`config.mk`:
```
export PLATFORM = sky130hd
export DESIGN_NAME = integrador_dump_fixed
export DESIGN_NICKNAME = d
export VERILOG_FILES = /design/src/rtl/integrador_dump_fixed.sv
export SDC_FILE = /design/constraint.sdc
export NUM_CORES = 1
export LEC_CHECK = 0
export CORE_MARGIN = 2
export CORE_UTILIZATION = 39
export DETAILED_ROUTE_END_ITERATION = 10
export MAX_ROUTING_LAYER = met4
export PLACE_DENSITY_LB_ADDON = 0.08
export SKIP_LAST_GASP = 1
export SLEW_MARGIN = 25
export SYNTH_ARGS = -nofsm -noshare
export SYNTH_HDL_FRONTEND = slang
export SYNTH_SLANG_ARGS = --single-unit
```
`constraint.sdc`:
```
create_clock -name i_clk -period 2.95 [get_ports i_clk]
set_input_delay 0.295 -clock i_clk [delete_from_list [all_inputs] [get_ports i_clk]]
set_output_delay 0.295 -clock i_clk [all_outputs]
set_load 0.02 [all_outputs]
```
`src/rtl/integrador_dump_fixed.sv`:
```
// ---------------------------------------------------------------------------
// integrador_dump_fixed
//   Integrate-and-dump stage. Accumulates NDUMP valid S(NBI,NBFI) samples at
//   full precision (S(NBACC,NBFI), so the running sum can never overflow),
//   then quantises the sum to S(NBO,NBFO) with saturation and emits it with
//   a one-cycle o_valid strobe. o_data/o_sat are held between dumps.
//
//   Build option (macro): INTEG_ROUND_EN
//     defined   -> round half up (add 2^(D-1) before the shift)
//     undefined -> truncation (arithmetic shift, floor toward -inf)
//
//   Ports
//     i_clk    : clock, rising edge
//     i_rst_n  : asynchronous active-low reset
//     i_valid  : i_data carries a sample this cycle
//     i_data   : sample, S(NBI,NBFI)
//     i_clear  : synchronous abort of the current window (beats i_valid)
//     o_valid  : one-cycle strobe, o_data/o_sat updated
//     o_data   : dumped result, S(NBO,NBFO)
//     o_sat    : saturation was applied to o_data
//     o_count  : samples accumulated in the current window
// ---------------------------------------------------------------------------
module integrador_dump_fixed #(
   parameter int NBI   = 9,
   parameter int NBFI  = 8,
   parameter int NDUMP = 8,
   parameter int NBO   = 8,
   parameter int NBFO  = 6,
   localparam int NBC   = $clog2(NDUMP),
   localparam int NBACC = NBI + NBC
) (
   input  logic           i_clk,
   input  logic           i_rst_n,
   input  logic           i_valid,
   input  logic [NBI-1:0] i_data,
   input  logic           i_clear,
   output logic           o_valid,
   output logic [NBO-1:0] o_data,
   output logic           o_sat,
   output logic [NBC-1:0] o_count
);

   // dropped LSBs between input and output fractional formats
   localparam int D = NBFI - NBFO;

   localparam logic [NBC-1:0] LAST = NBC'(NDUMP - 1);
   localparam logic [NBO-1:0] SAT_POS = {1'b0, {(NBO-1){1'b1}}};
   localparam logic [NBO-1:0] SAT_NEG = {1'b1, {(NBO-1){1'b0}}};

   logic signed [NBACC-1:0] r_acc;
   logic        [NBC-1:0]   r_count;

   logic signed [NBACC-1:0] w_sum;
   logic signed [NBACC:0]   w_ext;
   logic signed [NBACC:0]   w_rnd;
   logic signed [NBACC:0]   w_shr;
   logic                    w_ovf;
   logic        [NBO-1:0]   w_q;
   logic                    w_last;

   // running sum including this cycle's sample
   assign w_sum = r_acc + {{NBC{i_data[NBI-1]}}, i_data};

   // one guard bit so the rounding offset can never wrap the sum
   assign w_ext = {w_sum[NBACC-1], w_sum};

`ifdef INTEG_ROUND_EN
   assign w_rnd = w_ext + (NBACC+1)'(2 ** (D-1));
`else
   assign w_rnd = w_ext;
`endif

   assign w_shr = w_rnd >>> D;

   // result fits in NBO bits only if everything from the NBO sign bit up
   // is a copy of that sign bit
   assign w_ovf = !((&w_shr[NBACC:NBO-1]) || !(|w_shr[NBACC:NBO-1]));
   assign w_q   = w_ovf ? (w_shr[NBACC] ? SAT_NEG : SAT_POS) : w_shr[NBO-1:0];

   assign w_last = (r_count == LAST);

   always_ff @(posedge i_clk or negedge i_rst_n) begin
      if (!i_rst_n) begin
         r_acc   <= '0;
         r_count <= '0;
         o_valid <= 1'b0;
         o_data  <= '0;
         o_sat   <= 1'b0;
      end else if (i_clear) begin
         // abort window; o_data/o_sat keep the last dump
         r_acc   <= '0;
         r_count <= '0;
         o_valid <= 1'b0;
      end else if (i_valid) begin
         if (w_last) begin
            o_data  <= w_q;
            o_sat   <= w_ovf;
            o_valid <= 1'b1;
            r_acc   <= '0;
            r_count <= '0;
         end else begin
            r_acc   <= w_sum;
            r_count <= r_count + 1'b1;
            o_valid <= 1'b0;
         end
      end else begin
         o_valid <= 1'b0;
      end
   end

   assign o_count = r_count;

endmodule

```
* Word-level counts from Yosys, hierarchy flattened
Index checks and enable logic that the tools add are counted.
** Storage, ports and cells
- Bits in registers :: 25
- Input port bits :: 13
- Output and inout bits :: 13
- Logic and storage cells :: 27
** Operators by class
- Add/sub/neg operators :: 2
- Equality and inequality tests :: 1
- Multiplexer cells :: 11
- Bitwise logic cells :: 1
- Reduce and logical (&&, ||, !) cells :: 7
** Operators with widths (number)
- 12-bit 2-to-1 mux :: 3
- 8-bit 2-to-1 mux :: 2
- 12-bit adder :: 1
- 3-bit 2-to-1 mux :: 3
- 3-bit AND reduction :: 2
- 3-bit by 1-bit adder with 3-bit output (second input constant) :: 1
- 3-bit == test (second input constant) :: 1
- 1-bit 2-to-1 mux :: 3
- 3-bit OR reduction :: 1
- 1-bit zero test :: 2
- 2-bit nonzero test :: 1
- 1-bit logical OR :: 1
- 1-bit NOT :: 1

* Depth between registers and ports, before layout
Gate-level depths: netlist of the first run.
- Depth in word-level cells :: 5
- Depth in mapped cells :: 9
- Gate-level depth less buffers :: 8

* Worst setup path before layout of the first run
No wires, ideal clock.
- Kind :: reg-to-reg
- Start point :: reg r_acc[0]
- End point :: reg o_data[5]
- Arrival time :: 2221 ps
- Slack :: 635 ps
- Cell stages (with the launch flop) :: 10
- Buffers on the path :: 1
- Period minus slack after synthesis :: 2315 ps
- Cells stage by stage :: dfrtp_1 ha_1 fa_1 a21o_1 a22o_1 o221ai_1 xnor2_1 buf_2 a211oi_1 a211oi_1
** On the way
- Cells in the longest elaborated chain, start to end :: 5
- Elaborated cells on any way between the ends :: 7
- Those cells by class :: 1 x add/sub; 2 x mux; 4 x reduce/logical
** Ends and longest elaborated chain
- start, declared :: RTL line 50 : logic signed [NBACC-1:0] r_acc;
- start signal, assigned :: RTL line 102 : r_acc <= w_sum;
- 12-bit adder (*) :: RTL line 62 : assign w_sum = r_acc + {{NBC{i_data[NBI-1]}}, i_data};
- 3-bit OR reduction :: RTL line 77 : assign w_ovf = !((&w_shr[NBACC:NBO-1]) || !(|w_shr[NBACC:NBO-1]));
- 1-bit zero test :: RTL line 77
- 1-bit logical OR :: RTL line 77
- 8-bit 2-to-1 mux (*) :: RTL line 78 : assign w_q = w_ovf ? (w_shr[NBACC] ? SAT_NEG : SAT_POS) : w_shr[NBO-1:0];
- end signal, assigned :: RTL line 96 : o_data <= w_q;
- end, declared :: RTL line 38 : output logic [NBO-1:0] o_data,
Every way passes the cells marked *; elsewhere a longest branch is shown, timed or not.
A chain may end at the register's enable or synchronous reset.

* Worst setup path after layout of the first run
- Start point :: in i_data[0]
- End point :: reg o_data[4]
** On the way
- Cells in the longest elaborated chain, start to end :: 5
- Elaborated cells on any way between the ends :: 7
- Those cells by class :: 1 x add/sub; 2 x mux; 4 x reduce/logical
** Ends and longest elaborated chain
- start, declared :: RTL line 35 : input logic [NBI-1:0] i_data,
- 12-bit adder (*) :: RTL line 62
- 3-bit OR reduction :: RTL line 77
- 1-bit zero test :: RTL line 77
- 1-bit logical OR :: RTL line 77
- 8-bit 2-to-1 mux (*) :: RTL line 78
Marked as above.

==> key figures, run 1 <==
Setup path
  • Worst path slowest cell: fa_1
  • WP depth: 10
  • Slowest stage delay, CP: 0.43 ns
  • R2R Path Start: r_acc[0]$_DFFE_PN0P_
  • Worst setup EP type: flip-flop
  • Critical Path Start: i_data[0]
  • Sequence of cells on the critical path: clkdlybuf4s50_1 > ha_1 > fa_1 > a21o_1 > a221oi_1 > buf_4 > xnor2_1 > o21bai_1 > a21oi_1 > o31ai_1
  • Critical path class: input port to flip-flop
  • CP Buf/Inv Count: 2
  • Critical path's top delay family: compound AO/OA/AOI/OAI gates
  • Worst r2r path cells: 9
  • CP Max Fanout: 3
  • Critical Path AT: 2.81 ns
  • Crit path required time: 3.13 ns
  • Crit path launch type: input port

GRT
  • Wire length of the first global-routing pass: 6890 um
  • Grt met2 use: 27.3%
  • Grt total ovfl: 0
  • Vias in the first global route: 1458
  • Largest net degree at the start of global routing: 26
  • Met1 Use GR: 23.2%
  • Initial antenna violation count: 0
  • Grt met3 use: 3.09%
  • Global route hottest layer: met2
  • Gr usage total: 17.0%

Timing
  • Maximum clock frequency: 381 MHz
  • Final setup viols: 0
  • Minimum clock period: 2.63 ns
  • Clock Skews: 0.00240 ns
  • Max Slew Vio Count: 0
  • Worst setup margin: 0.325 ns
  • Relative slew slack: 74.6%
  • RSZ-0062 raised after global routing: false
  • Setup TNS: 0 ns
  • Period utilization: 89.0%
  • Least-Margin Pin Slew: 0.380 ns
  • Hold Vio Cnt, Final: 0

Yosys
  • Compound-Gate Fraction of Synth Area: 26.1%
  • Cell count after synthesis: 192
  • Main synth FF type: dfrtp_1
  • Mux share of post-synthesis cell area: 1.69%
  • Post-Synth Adder-Cell Area: 10.3%
  • Proportion of synthesized chip area in sequential cells: 35.2%
  • Distinct cells, synth: 48
  • Register bit total from synthesis: 25
  • Post-Syn Area: 0.00178 mm^2
  • Syn Nets: 219
  • Ys async rst share: 100%
  • Largest family of logic cells by synthesized area: compound AO/OA/AOI/OAI gates
  • Simple-gate share of the synthesized area: 19.2%
  • Most frequent cells after synthesis: 27 x a21oi_1, 25 x dfrtp_1, 21 x nor2_1
  • Cell with the most instances after synthesis: a21oi_1
  • Synth area leader: dfrtp_1
  • Yosys Warn Count: 0
  • Top cells by area, synth: dfrtp_1 35%, ha_1 9.1%, a21oi_1 7.6%
  • EDFF count, synth: 0
  • Avg Inst Size Synth: 9.27 um^2
  • Synth top area share: 35.2%
  • Post-Synth XOR/XNOR Area: 4.36%

Clock tree
  • TritonCTS clock tree: yes
  • Clk sinks: 25
  • CTS Root Cell: clkbuf_8
  • Htree depth: 1
  • Hold-fix buffers, CTS: 0
  • Number of buffers added for setup after CTS: 0
  • Clk buf depth: 2
  • TritonCTS Buffers: 3
  • Clock slew at reported path FFs: 0.09 ns
  • Clk_lat worst skew: 0.27 ns
  • Cts repair resizes: 0

Final layout
  • Cell Count, Final, Fillers Out: 276
  • Post-Route Utilization: 49.7%
  • Layout cells sized above 1: 13.8%
  • Final Net Count: 252
  • P&R area growth vs syn: 22.6%
  • Diode count: 0

Die
  • Core ar.: 0.00438 mm^2
  • Die area: 0.00512 mm^2
  • Initial Utilization: 40.6%
  • Row cnt: 24
  • Die X: 71.5 um
  • Die H: 71.5 um
  • I/O pin total: 26

Placement
  • Post-DP HPWL: 3040 um
  • Final RePlAce weighted congestion: 1.08
  • Buffers added on ports: 25
  • Setup WS pre-CTS: 0.0836 ns
  • Post-Place Cells: 272

Power
  • Pwr dens: 487 mW/mm^2
  • Leakage power: 0.982 nW
  • VDD IR max: 288 uV

Min path
  • Path type of the worst min-delay path: input port to async pin

Drt
  • Post-detailed-routing wire length: 3970 um
  • Mean routed wirelength per cell: 14.4 um
  • DRT Pass-1 Iters: 4
  • Starting DRT DRC Count: 70
  • Vias: 1523
  • Vias per cell: 5.52
  • DR DRC count: 0
  • ANT nets after route: 0

Run status
  • Status: completed

Run
  • Max-cap violations: 0
==> stage by stage <==
stage          instance area (um^2)  hold WS (ns)  total power, mW
4_1_cts                        2180         0.393             1.07
6_report                       2180         0.381             1.06
5_1_grt                        2180         0.401             1.14
2_1_floorplan                  1780     -0.000591            0.734
3_3_place_gp                   2130         0.465            0.854
3_5_place_dp                   2130         0.470            0.863
==> power by group <==
part | internal [mW] | switching, mW | total [mW]
Combinational | 0.211 | 0.270 | 0.480
Sequential | 0.365 | 0.0148 | 0.380
Clock | 0.0944 | 0.108 | 0.202
==> final cells by class <==
type                            count  area (um^2)
Fill cell                         408         2200
Multi-Input combinational cell    156         1100
Sequential cell                    25          626
Timing Repair Buffer               37          340
Tap cell                           52         65.1
Clock buffer                        3         41.3
Inverter                            2         7.51
Clock inverter                      1         5.00
==> registers in the layout (all words and copies together) (netlist names) <==
signal   cells
o_count      3
o_data       8
o_sat        1
o_valid      1
r_acc       12
==> worst paths after layout <==
check / slack, ns / end
setup reg to reg: 0.38 / o_data[4]$_DFFE_PN0P_
max in group asynchronous: 2.32 / r_acc[5]$_DFFE_PN0P_
hold / removal: 0.38 / o_valid$_DFF_PN0_
hold reg to reg: 0.48 / o_data[7]$_DFFE_PN0P_
min in group i_clk: 0.48 / o_data[7]$_DFFE_PN0P_
setup / recovery: 0.32 / o_data[4]$_DFFE_PN0P_
==> layout by cell type (no fill, tap or decap), types with 3 or more instances in the layout <==
| master | n |
|---|---|
| nor2b_1 | 10 |
| o21bai_1 | 5 |
| nand3_1 | 5 |
| dfrtp_1 | 25 |
| clkbuf_8 | 3 |
| o21ai_0 | 3 |
| ha_1 | 13 |
| clkdlybuf4s50_1 | 25 |
| o21ai_2 | 3 |
| a211oi_1 | 5 |
| o31ai_1 | 6 |
| a21oi_1 | 27 |
| a21o_1 | 3 |
| a211oi_2 | 3 |
| xnor2_1 | 5 |
| mux2i_1 | 3 |
| nand2_1 | 11 |
| nor2_1 | 21 |
| buf_4 | 12 |
==> per-layer routing <==
metal / share of wire, % / routed length [um] / up-vias
met2: 48 / 1900 / 45
met1: 46 / 1840 / 711
li1: - / - / 763
met4: 0.86 / 34 / 0
met3: 4.9 / 196 / 4
met5: 0 / 0 / -
==> kinds of logic (layout without fill, tap and decap cells) <==
kind of cell               after synthesis  after routing
adders and majority gates               14             14
muxes                                    3              3
xor gates and xnor gates                 8              8
AOI/OAI and AO/OA                       67             67
DFF                                     25             25
and+or+nand+nor                         64             64
buffers and inverters                   11             43
(Power assumes the default switching activity.)
==> run 2: changes to the inputs <==
==> constraint.sdc (replaced) <==
create_clock -name i_clk -period 2.9 [get_ports i_clk]
set_input_delay 0.29 -clock i_clk [delete_from_list [all_inputs] [get_ports i_clk]]
set_output_delay 0.29 -clock i_clk [all_outputs]
set_load 0.02 [all_outputs]
==> key figures, run 2 (synthesized netlist as in run 1, its figures left out) <==
Run status
  • Status: completed (unchanged)

Placement
  • Post-DP HPWL: 3040 um (about the same)
  • Buffers added on ports: 25 (unchanged)
  • Final RePlAce weighted congestion: 0.948 (was 1.08)
  • Post-Place Cells: 272 (unchanged)

Clock tree
  • Clk sinks: 25 (unchanged)
  • TritonCTS Buffers: 3 (unchanged)
  • Hold-fix buffers, CTS: 0 (unchanged)
  • CTS Root Cell: clkbuf_8 (unchanged)
  • Clock slew at reported path FFs: 0.09 ns (about the same)
  • Clk buf depth: 2 (unchanged)
  • TritonCTS clock tree: yes (unchanged)
  • Htree depth: 1 (unchanged)
  • Cts repair resizes: 0 (unchanged)
  • Clk_lat worst skew: 0.27 ns (about the same)
  • Number of buffers added for setup after CTS: 0 (unchanged)

GRT
  • Grt total ovfl: 0 (unchanged)
  • Largest net degree at the start of global routing: 26 (unchanged)
  • Wire length of the first global-routing pass: 7160 um (was 6890 um)
  • Initial antenna violation count: 0 (unchanged)
  • Vias in the first global route: 1542 (was 1458)
  • Gr usage total: 18.0% (was 17.0%)

Timing
  • Max Slew Vio Count: 0 (unchanged)
  • Final setup viols: 0 (unchanged)
  • Relative slew slack: 76.3% (was 74.6%)
  • Clock Skews: 0.00204 ns (was 0.00240 ns)
  • Maximum clock frequency: 386 MHz
  • Minimum clock period: 2.59 ns
  • Period utilization: 89.3%
  • Hold Vio Cnt, Final: 0 (unchanged)
  • Setup TNS: 0 ns (unchanged)
  • Least-Margin Pin Slew: 0.356 ns (was 0.380 ns)
  • RSZ-0062 raised after global routing: false (unchanged)

Final layout
  • Largest Register: r_acc (unchanged)
  • Commonest non-fill, non-tap cell in the layout: a21oi_1 (unchanged)
  • Layout cells sized above 1: 13.8% (unchanged)
  • Final Net Count: 252 (unchanged)
  • P&R area growth vs syn: 22.6% (unchanged)
  • Cell Count, Final, Fillers Out: 276 (unchanged)
  • Most frequent cells in the layout: 27 x a21oi_1, 25 x clkdlybuf4s50_1, 25 x dfrtp_1 (unchanged)
  • Max FFs per register: 12 (unchanged)
  • Diode count: 0 (unchanged)
  • Post-Route Utilization: 49.7% (unchanged)

Setup path
  • Crit path required time: 3.06 ns (was 3.13 ns)
  • R2R setup slack: 0.36 ns (was 0.38 ns)
  • R2R Path Start: r_acc[0]$_DFFE_PN0P_ (unchanged)
  • CP Max Fanout: 3 (unchanged)
  • Worst r2r path cells: 9 (unchanged)
  • Critical path class: input port to flip-flop (unchanged)
  • Reg2reg end: o_data[6]$_DFFE_PN0P_ (was o_data[4]$_DFFE_PN0P_)
  • Critical Path AT: 2.75 ns (was 2.81 ns)
  • Worst setup EP type: flip-flop (unchanged)
  • Crit path launch type: input port (unchanged)

Drt
  • DRT Pass-1 Iters: 4 (unchanged)
  • Starting DRT DRC Count: 60 (was 70)
  • Mean routed wirelength per cell: 14.6 um (was 14.4 um)
  • Vias per cell: 5.55 (was 5.52)
  • Vias: 1533 (was 1523)
  • ANT nets after route: 0 (unchanged)
  • DR DRC count: 0 (unchanged)
  • Post-detailed-routing wire length: 4030 um (was 3970 um)

Die
  • Die H: 71.5 um (unchanged)
  • Initial Utilization: 40.6% (unchanged)
  • Core ar.: 0.00438 mm^2 (unchanged)
  • Die X: 71.5 um (unchanged)
  • Die area: 0.00512 mm^2 (unchanged)
  • Row cnt: 24 (unchanged)
  • I/O pin total: 26 (unchanged)

Power
  • VDD IR max: 164 uV (was 288 uV)
  • Pwr dens: 501 mW/mm^2 (was 487 mW/mm^2)
  • Leakage power: 0.982 nW (unchanged)

Run
  • Max-cap violations: 0 (unchanged)

Min path
  • Path type of the worst min-delay path: input port to async pin (unchanged)
## run 2: per-layer routing
metal  track usage, %  wire length, um  vias to the layer above
met4             7.13              107                        0
met2             28.9             1860                       40
met1             22.8             1920                      718
met5                -                0                        -
li1                 -                -                      764
met3             2.81              141                       11
## run 2: report_power, final
group          leakage (nW)  internal [mW]  switching (mW)
clock network        0.0255         0.0965           0.120
registers             0.340          0.371          0.0150
logic                 0.617          0.214           0.275
## run 2: critical path, stage by stage
cell and delay, ns:
clkdlybuf4s50_1 0.40, ha_1 0.25, fa_1 0.43, a21o_1 0.23, a221oi_1 0.32, buf_4 0.19
or3_1 0.11, o2111ai_2 0.16, a211oi_1 0.28, a211oi_1 0.08
## run 2: worst max path at each step
stage                               startpoint  depth (start not counted)                     to  slack [ns]
after global routing                 i_data[0]                         10  o_data[6]$_DFFE_PN0P_        0.20
after CTS                            i_data[0]                         10  o_data[6]$_DFFE_PN0P_        0.32
after floorplan           r_acc[0]$_DFFE_PN0P_                          9  o_data[5]$_DFFE_PN0P_        0.58
after detailed placement             i_data[0]                         10  o_data[6]$_DFFE_PN0P_        0.04
final                                i_data[0]                         10  o_data[6]$_DFFE_PN0P_        0.31
after global placement               i_data[0]                         10  o_data[4]$_DFFE_PN0P_        0.07
## run 2: final cells by class
cell class | count | area (um^2)
clock inverters | 1 | 5.00
well taps | 52 | 65.1
fillers | 416 | 2200
repair buffers | 37 | 340
clock buffers | 3 | 41.3
inverters | 2 | 7.51
multi-input cells | 156 | 1100
flip-flops and latches | 25 | 626
## run 2: stage by stage
stage | hold slack [ns] | setup WS (ns) | power [mW] | cell area (um^2)
after floorplan | -0.00559 | 0.585 | 0.747 | 1780
after global placement | 0.465 | 0.0655 | 0.869 | 2130
after detailed placement | 0.474 | 0.0384 | 0.877 | 2130
after CTS | 0.378 | 0.321 | 1.10 | 2180
after global routing | 0.393 | 0.205 | 1.17 | 2180
final | 0.369 | 0.311 | 1.09 | 2180
